===== config.mk =====
export PLATFORM = sky130hd
export DESIGN_NAME = mem_map_bus_decoder
export DESIGN_NICKNAME = d
export VERILOG_FILES = /design/src/rtl/mem_map_bus_decoder.sv
export SDC_FILE = /design/constraint.sdc
export NUM_CORES = 1
export LEC_CHECK = 0
export ABC_AREA = 1
export CORE_MARGIN = 2
export CORE_UTILIZATION = 30
export CTS_BUF_LIST = sky130_fd_sc_hd__clkbuf_16
export CTS_CLUSTER_SIZE = 30
export DETAILED_ROUTE_END_ITERATION = 6
export PLACE_DENSITY = 0.73
export RECOVER_POWER = 50
export SLEW_MARGIN = 20
export SYNTH_ARGS = -nofsm -noshare
export SYNTH_HDL_FRONTEND = slang
export SYNTH_SLANG_ARGS = --single-unit
export TNS_END_PERCENT = 20

===== constraint.sdc =====
create_clock -name clk -period 2.3 [get_ports clk]
set_clock_uncertainty 0.05 [all_clocks]
set_input_delay 0.46 -clock clk [delete_from_list [all_inputs] [get_ports clk]]
set_output_delay 0.46 -clock clk [all_outputs]
set_load 0.01 [all_outputs]

===== src/rtl/mem_map_bus_decoder.sv =====
// mem_map_bus_decoder
//   Registered memory-map decoder between the uP data port and N memory-mapped
//   slaves. A request is decoded against a table of address windows, then one
//   slave is driven until it signals s_ready or the wait budget runs out, and a
//   single-cycle response strobe is returned. Unmapped, misaligned and
//   read-only-write accesses are answered with an error and never reach a slave.
//
//   Ports
//     clk, rst_n           clock, asynchronous active-low reset
//     req_valid/req_ready  uP request handshake
//     req_write            1 = write, 0 = read
//     req_addr, req_wdata  byte address and write data
//     rsp_valid            one-cycle response strobe
//     rsp_rdata, rsp_err   read data (0 for writes/errors) and error flag
//     s_sel                one-hot slave select
//     s_addr               word offset inside the selected window
//     s_wdata, s_write     write data and write strobe to the slave
//     s_rdata              flattened slave read data, slot i = [32*i +: 32]
//     s_ready              per-slave access-complete strobe
module mem_map_bus_decoder #(
  parameter int unsigned              N_SLAVES    = 4,
  parameter logic [N_SLAVES*32-1:0]   REGION_BASE = {N_SLAVES{32'h1001_0000}},
  parameter logic [N_SLAVES*32-1:0]   REGION_SIZE = {N_SLAVES{32'h0000_0100}},
  parameter logic [N_SLAVES-1:0]      REGION_RO   = '0,
  parameter int unsigned              TIMEOUT     = 16
) (
  input  logic                     clk,
  input  logic                     rst_n,
  input  logic                     req_valid,
  output logic                     req_ready,
  input  logic                     req_write,
  input  logic [31:0]              req_addr,
  input  logic [31:0]              req_wdata,
  output logic                     rsp_valid,
  output logic [31:0]              rsp_rdata,
  output logic                     rsp_err,
  output logic [N_SLAVES-1:0]      s_sel,
  output logic [31:0]              s_addr,
  output logic [31:0]              s_wdata,
  output logic                     s_write,
  input  logic [N_SLAVES*32-1:0]   s_rdata,
  input  logic [N_SLAVES-1:0]      s_ready
);

  localparam int unsigned CNT_W = (TIMEOUT > 0) ? $clog2(TIMEOUT + 1) : 1;

  typedef enum logic [1:0] {
    ST_IDLE   = 2'd0,
    ST_ACCESS = 2'd1,
    ST_RESP   = 2'd2
  } state_e;

  state_e              state_q, state_d;
  logic [CNT_W-1:0]    cnt_q, cnt_d;
  logic                req_ready_q, req_ready_d;
  logic                rsp_valid_q, rsp_valid_d;
  logic [31:0]         rsp_rdata_q, rsp_rdata_d;
  logic                rsp_err_q, rsp_err_d;
  logic [N_SLAVES-1:0] s_sel_q, s_sel_d;
  logic [31:0]         s_addr_q, s_addr_d;
  logic [31:0]         s_wdata_q, s_wdata_d;
  logic                s_write_q, s_write_d;

  logic [N_SLAVES-1:0] dec_hit;
  logic                dec_found;
  logic                dec_ro;
  logic [31:0]         dec_off;
  logic                dec_err;

  logic [31:0]         sel_rdata;
  logic                sel_ready;
  logic                timeout_hit;

  // Window decode; 33-bit compares so a window ending at 2^32 does not wrap.
  // Scanning upward and stopping at the first hit makes the lowest index win.
  always_comb begin
    dec_hit   = '0;
    dec_found = 1'b0;
    dec_ro    = 1'b0;
    dec_off   = '0;
    for (int i = 0; i < int'(N_SLAVES); i++) begin
      if (!dec_found &&
          ({1'b0, req_addr} >= {1'b0, REGION_BASE[32*i +: 32]}) &&
          ({1'b0, req_addr} <  ({1'b0, REGION_BASE[32*i +: 32]} +
                                {1'b0, REGION_SIZE[32*i +: 32]}))) begin
        dec_found  = 1'b1;
        dec_hit[i] = 1'b1;
        dec_ro     = REGION_RO[i];
        dec_off    = (req_addr - REGION_BASE[32*i +: 32]) >> 2;
      end
    end
    dec_err = !dec_found || (req_addr[1:0] != 2'b00) || (req_write && dec_ro);
  end

  // Read data and ready of the currently selected slave only.
  always_comb begin
    sel_rdata = '0;
    sel_ready = 1'b0;
    for (int i = 0; i < int'(N_SLAVES); i++) begin
      if (s_sel_q[i]) begin
        sel_rdata = s_rdata[32*i +: 32];
        sel_ready = s_ready[i];
      end
    end
  end

  // cnt_q counts completed wait cycles, so the budget is exhausted at the end
  // of the cycle in which it would step to TIMEOUT.
  always_comb begin
    timeout_hit = (TIMEOUT != 0) && (32'(cnt_q) == (TIMEOUT - 32'd1));
  end

  // Next-state and registered-output logic.
  always_comb begin
    state_d     = state_q;
    cnt_d       = cnt_q;
    rsp_valid_d = 1'b0;
    rsp_rdata_d = rsp_rdata_q;
    rsp_err_d   = rsp_err_q;
    s_sel_d     = s_sel_q;
    s_addr_d    = s_addr_q;
    s_wdata_d   = s_wdata_q;
    s_write_d   = s_write_q;

    unique case (state_q)
      ST_IDLE: begin
        if (req_valid) begin
          s_addr_d  = dec_off;
          s_wdata_d = req_wdata;
          cnt_d     = '0;
          if (dec_err) begin
            state_d     = ST_RESP;
            rsp_valid_d = 1'b1;
            rsp_err_d   = 1'b1;
            rsp_rdata_d = '0;
            s_sel_d     = '0;
            s_write_d   = 1'b0;
          end else begin
            state_d   = ST_ACCESS;
            s_sel_d   = dec_hit;
            s_write_d = req_write;
          end
        end
      end

      ST_ACCESS: begin
        // A ready in the timeout cycle still completes normally.
        if (sel_ready) begin
          state_d     = ST_RESP;
          rsp_valid_d = 1'b1;
          rsp_err_d   = 1'b0;
          rsp_rdata_d = s_write_q ? 32'd0 : sel_rdata;
          s_sel_d     = '0;
          s_write_d   = 1'b0;
        end else if (timeout_hit) begin
          state_d     = ST_RESP;
          rsp_valid_d = 1'b1;
          rsp_err_d   = 1'b1;
          rsp_rdata_d = '0;
          s_sel_d     = '0;
          s_write_d   = 1'b0;
        end else if (cnt_q != {CNT_W{1'b1}}) begin
          cnt_d = cnt_q + CNT_W'(1);
        end
      end

      ST_RESP: begin
        state_d = ST_IDLE;
      end

      default: begin
        state_d   = ST_IDLE;
        s_sel_d   = '0;
        s_write_d = 1'b0;
      end
    endcase

    req_ready_d = (state_d == ST_IDLE);
  end

  // State and output registers.
  always_ff @(posedge clk or negedge rst_n) begin
    if (!rst_n) begin
      state_q     <= ST_IDLE;
      cnt_q       <= '0;
      req_ready_q <= 1'b1;
      rsp_valid_q <= 1'b0;
      rsp_rdata_q <= '0;
      rsp_err_q   <= 1'b0;
      s_sel_q     <= '0;
      s_addr_q    <= '0;
      s_wdata_q   <= '0;
      s_write_q   <= 1'b0;
    end else begin
      state_q     <= state_d;
      cnt_q       <= cnt_d;
      req_ready_q <= req_ready_d;
      rsp_valid_q <= rsp_valid_d;
      rsp_rdata_q <= rsp_rdata_d;
      rsp_err_q   <= rsp_err_d;
      s_sel_q     <= s_sel_d;
      s_addr_q    <= s_addr_d;
      s_wdata_q   <= s_wdata_d;
      s_write_q   <= s_write_d;
    end
  end

  assign req_ready = req_ready_q;
  assign rsp_valid = rsp_valid_q;
  assign rsp_rdata = rsp_rdata_q;
  assign rsp_err   = rsp_err_q;
  assign s_sel     = s_sel_q;
  assign s_addr    = s_addr_q;
  assign s_wdata   = s_wdata_q;
  assign s_write   = s_write_q;

endmodule

After elaboration in Yosys (flattened, before gate mapping):

Index checks and enable logic that the tools add are counted.

* register bits after elaboration: 111
* input port bits: 200
* output and inout port bits: 104
* word-level logic and storage cells: 100

* add/sub/neg operators: 2
* order comparisons: 2
* equal/unequal tests: 10
* multiplexer cells: 55
* bitwise operators: 1
* reductions and logical operators: 20

Operators with widths (number)
* 32-bit two-way mux: 9
* 30-bit two-way mux: 4
* 32-bit case mux with 2 select lines: 1
* 32-bit by 29-bit greater-or-equal comparator with 1-bit output, second input constant: 1
* 32-bit by 29-bit less-than comparator with 1-bit output, second input constant: 1
* 32-bit by 29-bit subtractor with 32-bit output, second input constant: 1
* 1-bit two-way mux: 23
* 5-bit two-way mux: 4
* 4-bit two-way mux: 4
* 4-bit case mux with 3 select lines: 1
* 2-bit inequality test, second input constant: 5
* 5-bit case mux with 2 select lines: 1
* 2-bit two-way mux: 4
* 1-bit logical AND: 7
* 5-bit by 1-bit adder with 5-bit output, second input constant: 1
* 5-bit by 4-bit equality test with 1-bit output, second input constant: 1
* 5-bit inequality test, second input constant: 1
* 5-bit AND reduction: 1
* 1-bit zero test: 4
* 2-bit zero test: 2
* 1-bit case mux with 2 select lines: 2
* 2-bit case mux with 2 select lines: 1
* 4-bit AND reduction: 1
* 2-bit nonzero test: 2
* other kinds (8): 8

Logic depth before layout (Yosys ltp):

Gate-level depths: netlist (run 1).

* depth after elaboration: 21
* mapped depth: 11
* mapped depth without buffers: 11

Worst setup path after synthesis (run 1):

OpenSTA, ideal clock, no wires.

* path kind: register -> register
* start point: register cnt_q[0]
* end point: register cnt_q[2]
* setup time: 78 ps
* arrival: 1568 ps
* required time: 2172 ps
* path slack: 604 ps
* stages on the path, launching flop included: 12
* path buffers: 0
* period minus slack after synthesis: 1696 ps
* cell sequence: dfrtp_1 -> ha_1 -> nand2_1 -> nor2_1 -> ha_1 -> nor2_2 -> nand2_1 -> nand2_4 -> nand2_2 -> inv_1 -> nand2_1 -> a21oi_1

* word-level cells in the longest chain between the ends: 5
* elaborated cells between the ends (all ways): 10
* those cells by class: 1 x add/sub; 4 x eq/ne; 4 x mux; 1 x reduce/logical

Ends and longest elaborated chain
* start: declaration: RTL line 54 `logic [CNT_W-1:0] cnt_q, cnt_d;`
* start signal: assignment: RTL line 196 `cnt_q <= cnt_d;`
* 5-bit by 1-bit adder with 5-bit output: RTL line 163 `cnt_d = cnt_q + CNT_W'(1);`
* 5-bit two-way mux: RTL line 162 `end else if (cnt_q != {CNT_W{1'b1}}) begin`
* 5-bit two-way mux: RTL line 155 `end else if (timeout_hit) begin`
* 5-bit two-way mux: RTL line 148 `if (sel_ready) begin`
* 5-bit case mux with 2 select lines: RTL line 125 `unique case (state_q)`

Several ways; a longest one is shown, not always the timed one. The select of a mux whose other input is x is not followed.
A chain may end at the register's enable or synchronous reset.

Final worst setup path (run 1):

* start point: register s_sel_q[0] (netlist: s_sel[0])
* end point: output s_sel[0]

RTL lines
* start: declaration: RTL line 59 `logic [N_SLAVES-1:0] s_sel_q, s_sel_d;`
* start signal: assignment: RTL line 201 `s_sel_q <= s_sel_d;`
* end: declaration: RTL line 37 `output logic [N_SLAVES-1:0] s_sel,`

No word-level cell between the ends.

==> flow_summary_export.csv, run 1 <==
group,metric,value,unit
status,run_status,"finished clean",
synthesis,async_flop_share,1.00,
timing,setup_viol,0,
clocking,h-tree-depth,3,
floorplan,die_y,130,um
worst_setup_path,critical-path-slowest-cell,"clkdlybuf4s50_1",
placed_design,post-place-ws,0.119,ns
synthesis,synth_edf_count,0,
grt,antenna_found_initial,0,
route,ant_nets,0,
hold_path,holdCritPathClass,"in -> async",
timing,post-route-period-util,0.901,
synthesis,ys_ff_latch,107,
clocking,path_clk_slew,0.07,ns
timing,min_period,2.07,ns
timing,rsz0062_at_grt,"false",
clocking,ctsResizeCount,0,
final_layout,syn2layout_area_growth,59.8,%
timing,setup_slack,0.227,ns
job,maxCapViolCount,0,
worst_setup_path,worstSetupStartpointType,"flip-flop",
clocking,clk_path_buf_depth,2,
synthesis,synthTopCellsByCount,"nand2_1, dfrtp_1, nand3_1",
timing,slew_viol_final,0,
placed_design,portBuffers,235,
clocking,cts_setup_buffers,0,
placed_design,hpwl,10.0,mm
grt,grt_pass1_vias,4382,
route,wl,13.6,mm
synthesis,ys.warnings.count,0,
synthesis,synth_cell_types,26,
clocking,cts-root-buf,"clkbuf_16",
timing,slew_headroom,0.294,
worst_setup_path,required,1.79,ns
clocking,cts_tree,"built",
synthesis,synth_top_area_frac,0.554,
clocking,cts_made_buffers,9,
synthesis,seq_area_frac_synth,0.559,
power_and_ir_drop,leakage,3.90,nW
placed_design,place_inst,1011,
floorplan,die_w,130,um
route,first_iter_violations,159,
power_and_ir_drop,peakVddDrop,0.000328,V
worst_setup_path,critical-path-top-delay-family,"buffers and inverters",
route,via_per_inst,4.46,
clocking,hold_buffers,0,
floorplan,core_area,15800,um^2
synthesis,syn_inst,580,
route,wl_per_cell,13.2,um
grt,overflow,0,
final_layout,antennaDiodeCount,0,
floorplan,ios,304,
final_layout,drive_gt1_frac,0.0518,
timing,worst_pin_slew,1.06,ns
worst_setup_path,path_cells,"clkdlybuf4s50_1",
synthesis,netlist_area,4790,um^2
final_layout,nNetsFinal,1011,
route,via_count,4583,
synthesis,yosysTopAreaCell,"dfrtp_1",
grt,gr-usage-all-layers,0.161,
placed_design,gp_congestion,0.834,
route,drcViolationCount,0,
clocking,clock-sinks,107,
grt,grt_max_degree,66,
timing,hold_viol_final,0,
route,firstDrtPassIters,4,
timing,tns,0,ns
synthesis,synth_area_per_cell,8.26,um^2
worst_setup_path,critical_path.max_stage_delay,0.62,ns
worst_setup_path,arrival,1.56,ns
floorplan,start_util,0.304,
timing,max_freq,482,MHz
grt,grt_pass1_wl,21.5,mm
final_layout,fin_cells,1027,
worst_setup_path,crit_buf_inv,1,
worst_setup_path,critPathMaxFanout,10,
worst_setup_path,endpoint_kind,"output port",
synthesis,synthTopCellsByArea,"dfrtp_1, nand2_1, o211ai_1",
floorplan,row_count,46,
synthesis,synth_most_common_cell,"nand2_1",
worst_setup_path,worstSetupPathType,"reg -> out",
floorplan,die-area,17000,um^2
synthesis,ys.flop_type,"dfrtp_1",
power_and_ir_drop,power.density,533,nW/um^2
clocking,clk_latency,0.35,ns
sequential cells by signal, indices dropped and copies added, names as in the netlist, 2 cells and up:
| signal | count |
|---|---|
| s_wdata | 32 |
| s_addr | 30 |
| state_q | 2 |
| cnt_q | 5 |
| s_sel | 2 |
| rsp_rdata | 32 |
layout make-up:
cell class	count	area, um^2
Fill cell	1552	8120
Sequential cell	107	2680
Timing Repair Buffer	249	2510
Multi-Input combinational cell	420	1850
Tap cell	216	270
Clock buffer	9	225
Inverter	19	71.3
Clock inverter	7	51.3
cells by family (layout without fill, tap and decap cells):
kind of cell,count (synthesis),after routing,synth area share
other,1,2,0.000783
and+or+nand+nor,367,367,0.305
AOI/OAI and AO/OA,45,45,0.0648
adders and majority gates,5,5,0.0131
buffers and inverters,54,284,0.0551
DFF,107,107,0.559
xor gates and xnor gates,1,1,0.00183
layer usage:
layer | track usage | vias up | routed length [um]
li1 | - | 2288 | -
met1 | 0.195 | 2106 | 5700
met2 | 0.271 | 164 | 6460
met3 | 0.0452 | 25 | 1060
met4 | 0.0701 | 0 | 371
met5 | 0 | - | 0
power breakdown:
group | internal [W] | switching (W) | total (W)
Clock | 0.000742 | 0.000706 | 0.00145
Combinational | 0.000374 | 0.000262 | 0.000636
Sequential | 0.00196 | 0.0000382 | 0.00200
Total | 0.00308 | 0.00101 | 0.00408
path summary, 6_finish.rpt:
path                                   from       endpoint  slack [ns]  cells after the start
worst min-delay path                  rst_n     s_addr[13]        0.25                      1
min in group clk                s_wdata[23]    s_wdata[23]        0.42                      2
worst min register to register  s_wdata[23]    s_wdata[23]        0.42                      2
worst max register to register   state_q[0]    s_wdata[21]        0.37                      6
worst max-delay path               s_sel[0]       s_sel[0]        0.23                      1
max in group asynchronous             rst_n  rsp_rdata[28]        0.70                      2
stage by stage:
step	power (W)	util	hold WS, ns	cell area [um^2]
floorplan	0.00222	-	0.114	4790
global placement	0.00269	0.470	0.411	7410
detailed placement	0.00270	0.470	0.415	7410
CTS	0.00418	0.487	0.0589	7680
global route	0.00430	0.485	0.328	7650
finish	0.00408	0.485	0.246	7650
layout by cell type (no fill, tap or decap), drive strengths merged, types with 2 or more instances in the layout:
cell type        n
a21oi            2
buf             11
clkbuf          13
clkdlybuf4s50  217
clkinv           4
conb             2
dfrtp          106
dlygate4sd3     17
ha               5
inv             21
nand2          294
nand3           43
nand4            2
nor2            26
o211ai          32
o21ai           10
(Power assumes the default switching activity.)
==> inputs of run 2 (changes only) <==
--- a/config.mk
+++ b/config.mk
@@ -7,11 +7,11 @@
 export LEC_CHECK = 0
 export ABC_AREA = 1
 export CORE_MARGIN = 2
-export CORE_UTILIZATION = 30
+export CORE_UTILIZATION = 37
 export CTS_BUF_LIST = sky130_fd_sc_hd__clkbuf_16
 export CTS_CLUSTER_SIZE = 30
 export DETAILED_ROUTE_END_ITERATION = 6
-export PLACE_DENSITY = 0.73
+export PLACE_DENSITY = 0.86
 export RECOVER_POWER = 50
 export SLEW_MARGIN = 20
 export SYNTH_ARGS = -nofsm -noshare
==> run 2 against run 1 <==
  * The flow now finishes with violations (DRC)
  * Final cell count fell by 4.4%
  * Flip-flop and latch count did not move
  * Die area fell by 18%
  * First-iteration DRC count rose by 61%
  * Non-clock buffer count fell by 1
  * Wire length fell by 1.0%
  * Utilization rose by 12 points
  * Fmax rose by 3.3%
  * Sequential power barely moved
  * Design area rose by 0.11%
  * Register-to-register slack barely moved
  * Combinational power barely moved
  * Critical path type is now in -> reg
  * Critical endpoint is now s_wdata[1]
==> flow_summary_export.csv, run 2 (synthesis results as in run 1) <==
group,metric,value,unit
grt,grt_pass1_vias,4463,
timing,slew_viol_final,0,
clocking,cts_made_buffers,9,
timing,slew_headroom,0.275,
route,drcViolationCount,2,
worst_setup_path,endpoint_kind,"flip-flop",
clocking,cts-root-buf,"clkbuf_16",
clocking,clk_latency,0.35,ns
timing,setup_viol,0,
route,first_iter_violations,256,
worst_setup_path,critPathMaxFanout,62,
floorplan,start_util,0.380,
placed_design,gp_congestion,0.832,
final_layout,mostFrequentLayoutCells,"nand2_1, clkdlybuf4s50_1, dfrtp_1",
final_layout,drive_gt1_frac,0.0494,
grt,overflow,0,
floorplan,die_w,118,um
grt,grt_max_degree,66,
final_layout,layout_commonest_cell,"nand2_1",
grt,grt_pass1_wl,22.2,mm
route,wl,13.5,mm
timing,hold_viol_final,0,
worst_setup_path,rrSetupSlack,0.37,ns
power_and_ir_drop,p_total,0.00442,W
clocking,cts_tree,"built",
route,via_count,4616,
timing,post-route-period-util,0.872,
placed_design,hpwl,9.82,mm
grt,gr-usage-all-layers,0.197,
route,wl_per_cell,13.7,um
clocking,path_clk_slew,0.07,ns
timing,max_freq,498,MHz
power_and_ir_drop,leakage,3.92,nW
worst_setup_path,startpoint,"req_valid",
clocking,cts_setup_buffers,0,
placed_design,portBuffers,235,
timing,whs,0.425,ns
worst_setup_path,required,2.53,ns
floorplan,die-area,13900,um^2
status,violations,"DRC",
timing,rsz0062_at_grt,"false",
clocking,hold_buffers,1,
hold_path,holdCritPathClass,"reg -> reg",
floorplan,core_area,12600,um^2
hold_path,worstHoldPathCells,2,
worst_setup_path,arrival,2.24,ns
worst_setup_path,worstSetupPathType,"in -> reg",
status,run_status,"finished with violations",
worst_setup_path,cp-endpoint,"s_wdata[1]",
grt,antenna_found_initial,0,
final_layout,multi_input_area,1850,um^2
clocking,h-tree-depth,3,
final_layout,regArea,2680,um^2
clocking,clk_path_buf_depth,2,
clocking,ctsResizeCount,0,
floorplan,die_y,118,um
worst_setup_path,reg2reg_depth,5,
worst_setup_path,worstSetupStartpointType,"input port",
job,maxCapViolCount,0,
final_layout,nFillCells,1112,
floorplan,row_count,41,
route,ant_nets,0,
timing,min_period,2.01,ns
floorplan,ios,304,
worst_setup_path,rr_endpoint,"s_wdata[1]",
timing,tns,0,ns
final_layout,syn2layout_area_growth,60.0,%
power_and_ir_drop,power.density,577,nW/um^2
timing,worst_pin_slew,1.09,ns
final_layout,final_core_util,0.607,
route,via_per_inst,4.70,
worst_setup_path,r2r_start,"state_q[0]",
route,firstDrtPassIters,7,
final_layout,nNetsFinal,1010,
power_and_ir_drop,peakVddDrop,0.000340,V
clocking,clock-sinks,107,
final_layout,antennaDiodeCount,0,
[run 2: critical path, cell delays in order]
cell             delay (ns)
clkdlybuf4s50_1        0.40
nand2_1                0.19
buf_2                  0.88
nand2_1                0.16
nand2_1                0.12
[run 2: area by class of cell]
| cell class | count | share of cell area |
|---|---|---|
| well taps | 172 | 0.0281 |
| clock buffers | 9 | 0.0294 |
| inverters | 19 | 0.00931 |
| flip-flops and latches | 107 | 0.350 |
| multi-input cells | 420 | 0.242 |
| clock inverters | 7 | 0.0162 |
| repair buffers | 248 | 0.326 |
[run 2: layer usage]
metal	share of wire	GRT usage
met2	0.47	0.318
met5	0	0
met3	0.075	0.0518
met1	0.44	0.255
met4	0.020	0.0761
[run 2: worst min-delay path by stage]
| stage | slack, ns | start | to |
|---|---|---|---|
| 4_1_cts | 0.43 | s_addr[12] | s_addr[12] |
| 6_report | 0.42 | s_wdata[20] | s_wdata[20] |
| 3_3_place_gp | 0.28 | rst_n | s_wdata[20] |
| 3_5_place_dp | 0.29 | rst_n | s_addr[18] |
| 2_1_floorplan | 0.11 | rst_n | cnt_q[0] |
| 5_1_grt | 0.44 | s_addr[12] | s_addr[12] |
[run 2: power by group]
part           switching (W)  internal (W)
Clock               0.000710       0.00107
Sequential         0.0000396       0.00196
Combinational       0.000263      0.000375
[run 2: per-stage QoR]
step                cells  instance area, um^2  worst slack (ns)
floorplan             581                 4790             0.604
global placement      965                 7320             0.124
detailed placement    965                 7320            0.0780
CTS                   982                 7680             0.366
global route          982                 7660             0.139
finish                982                 7660             0.294
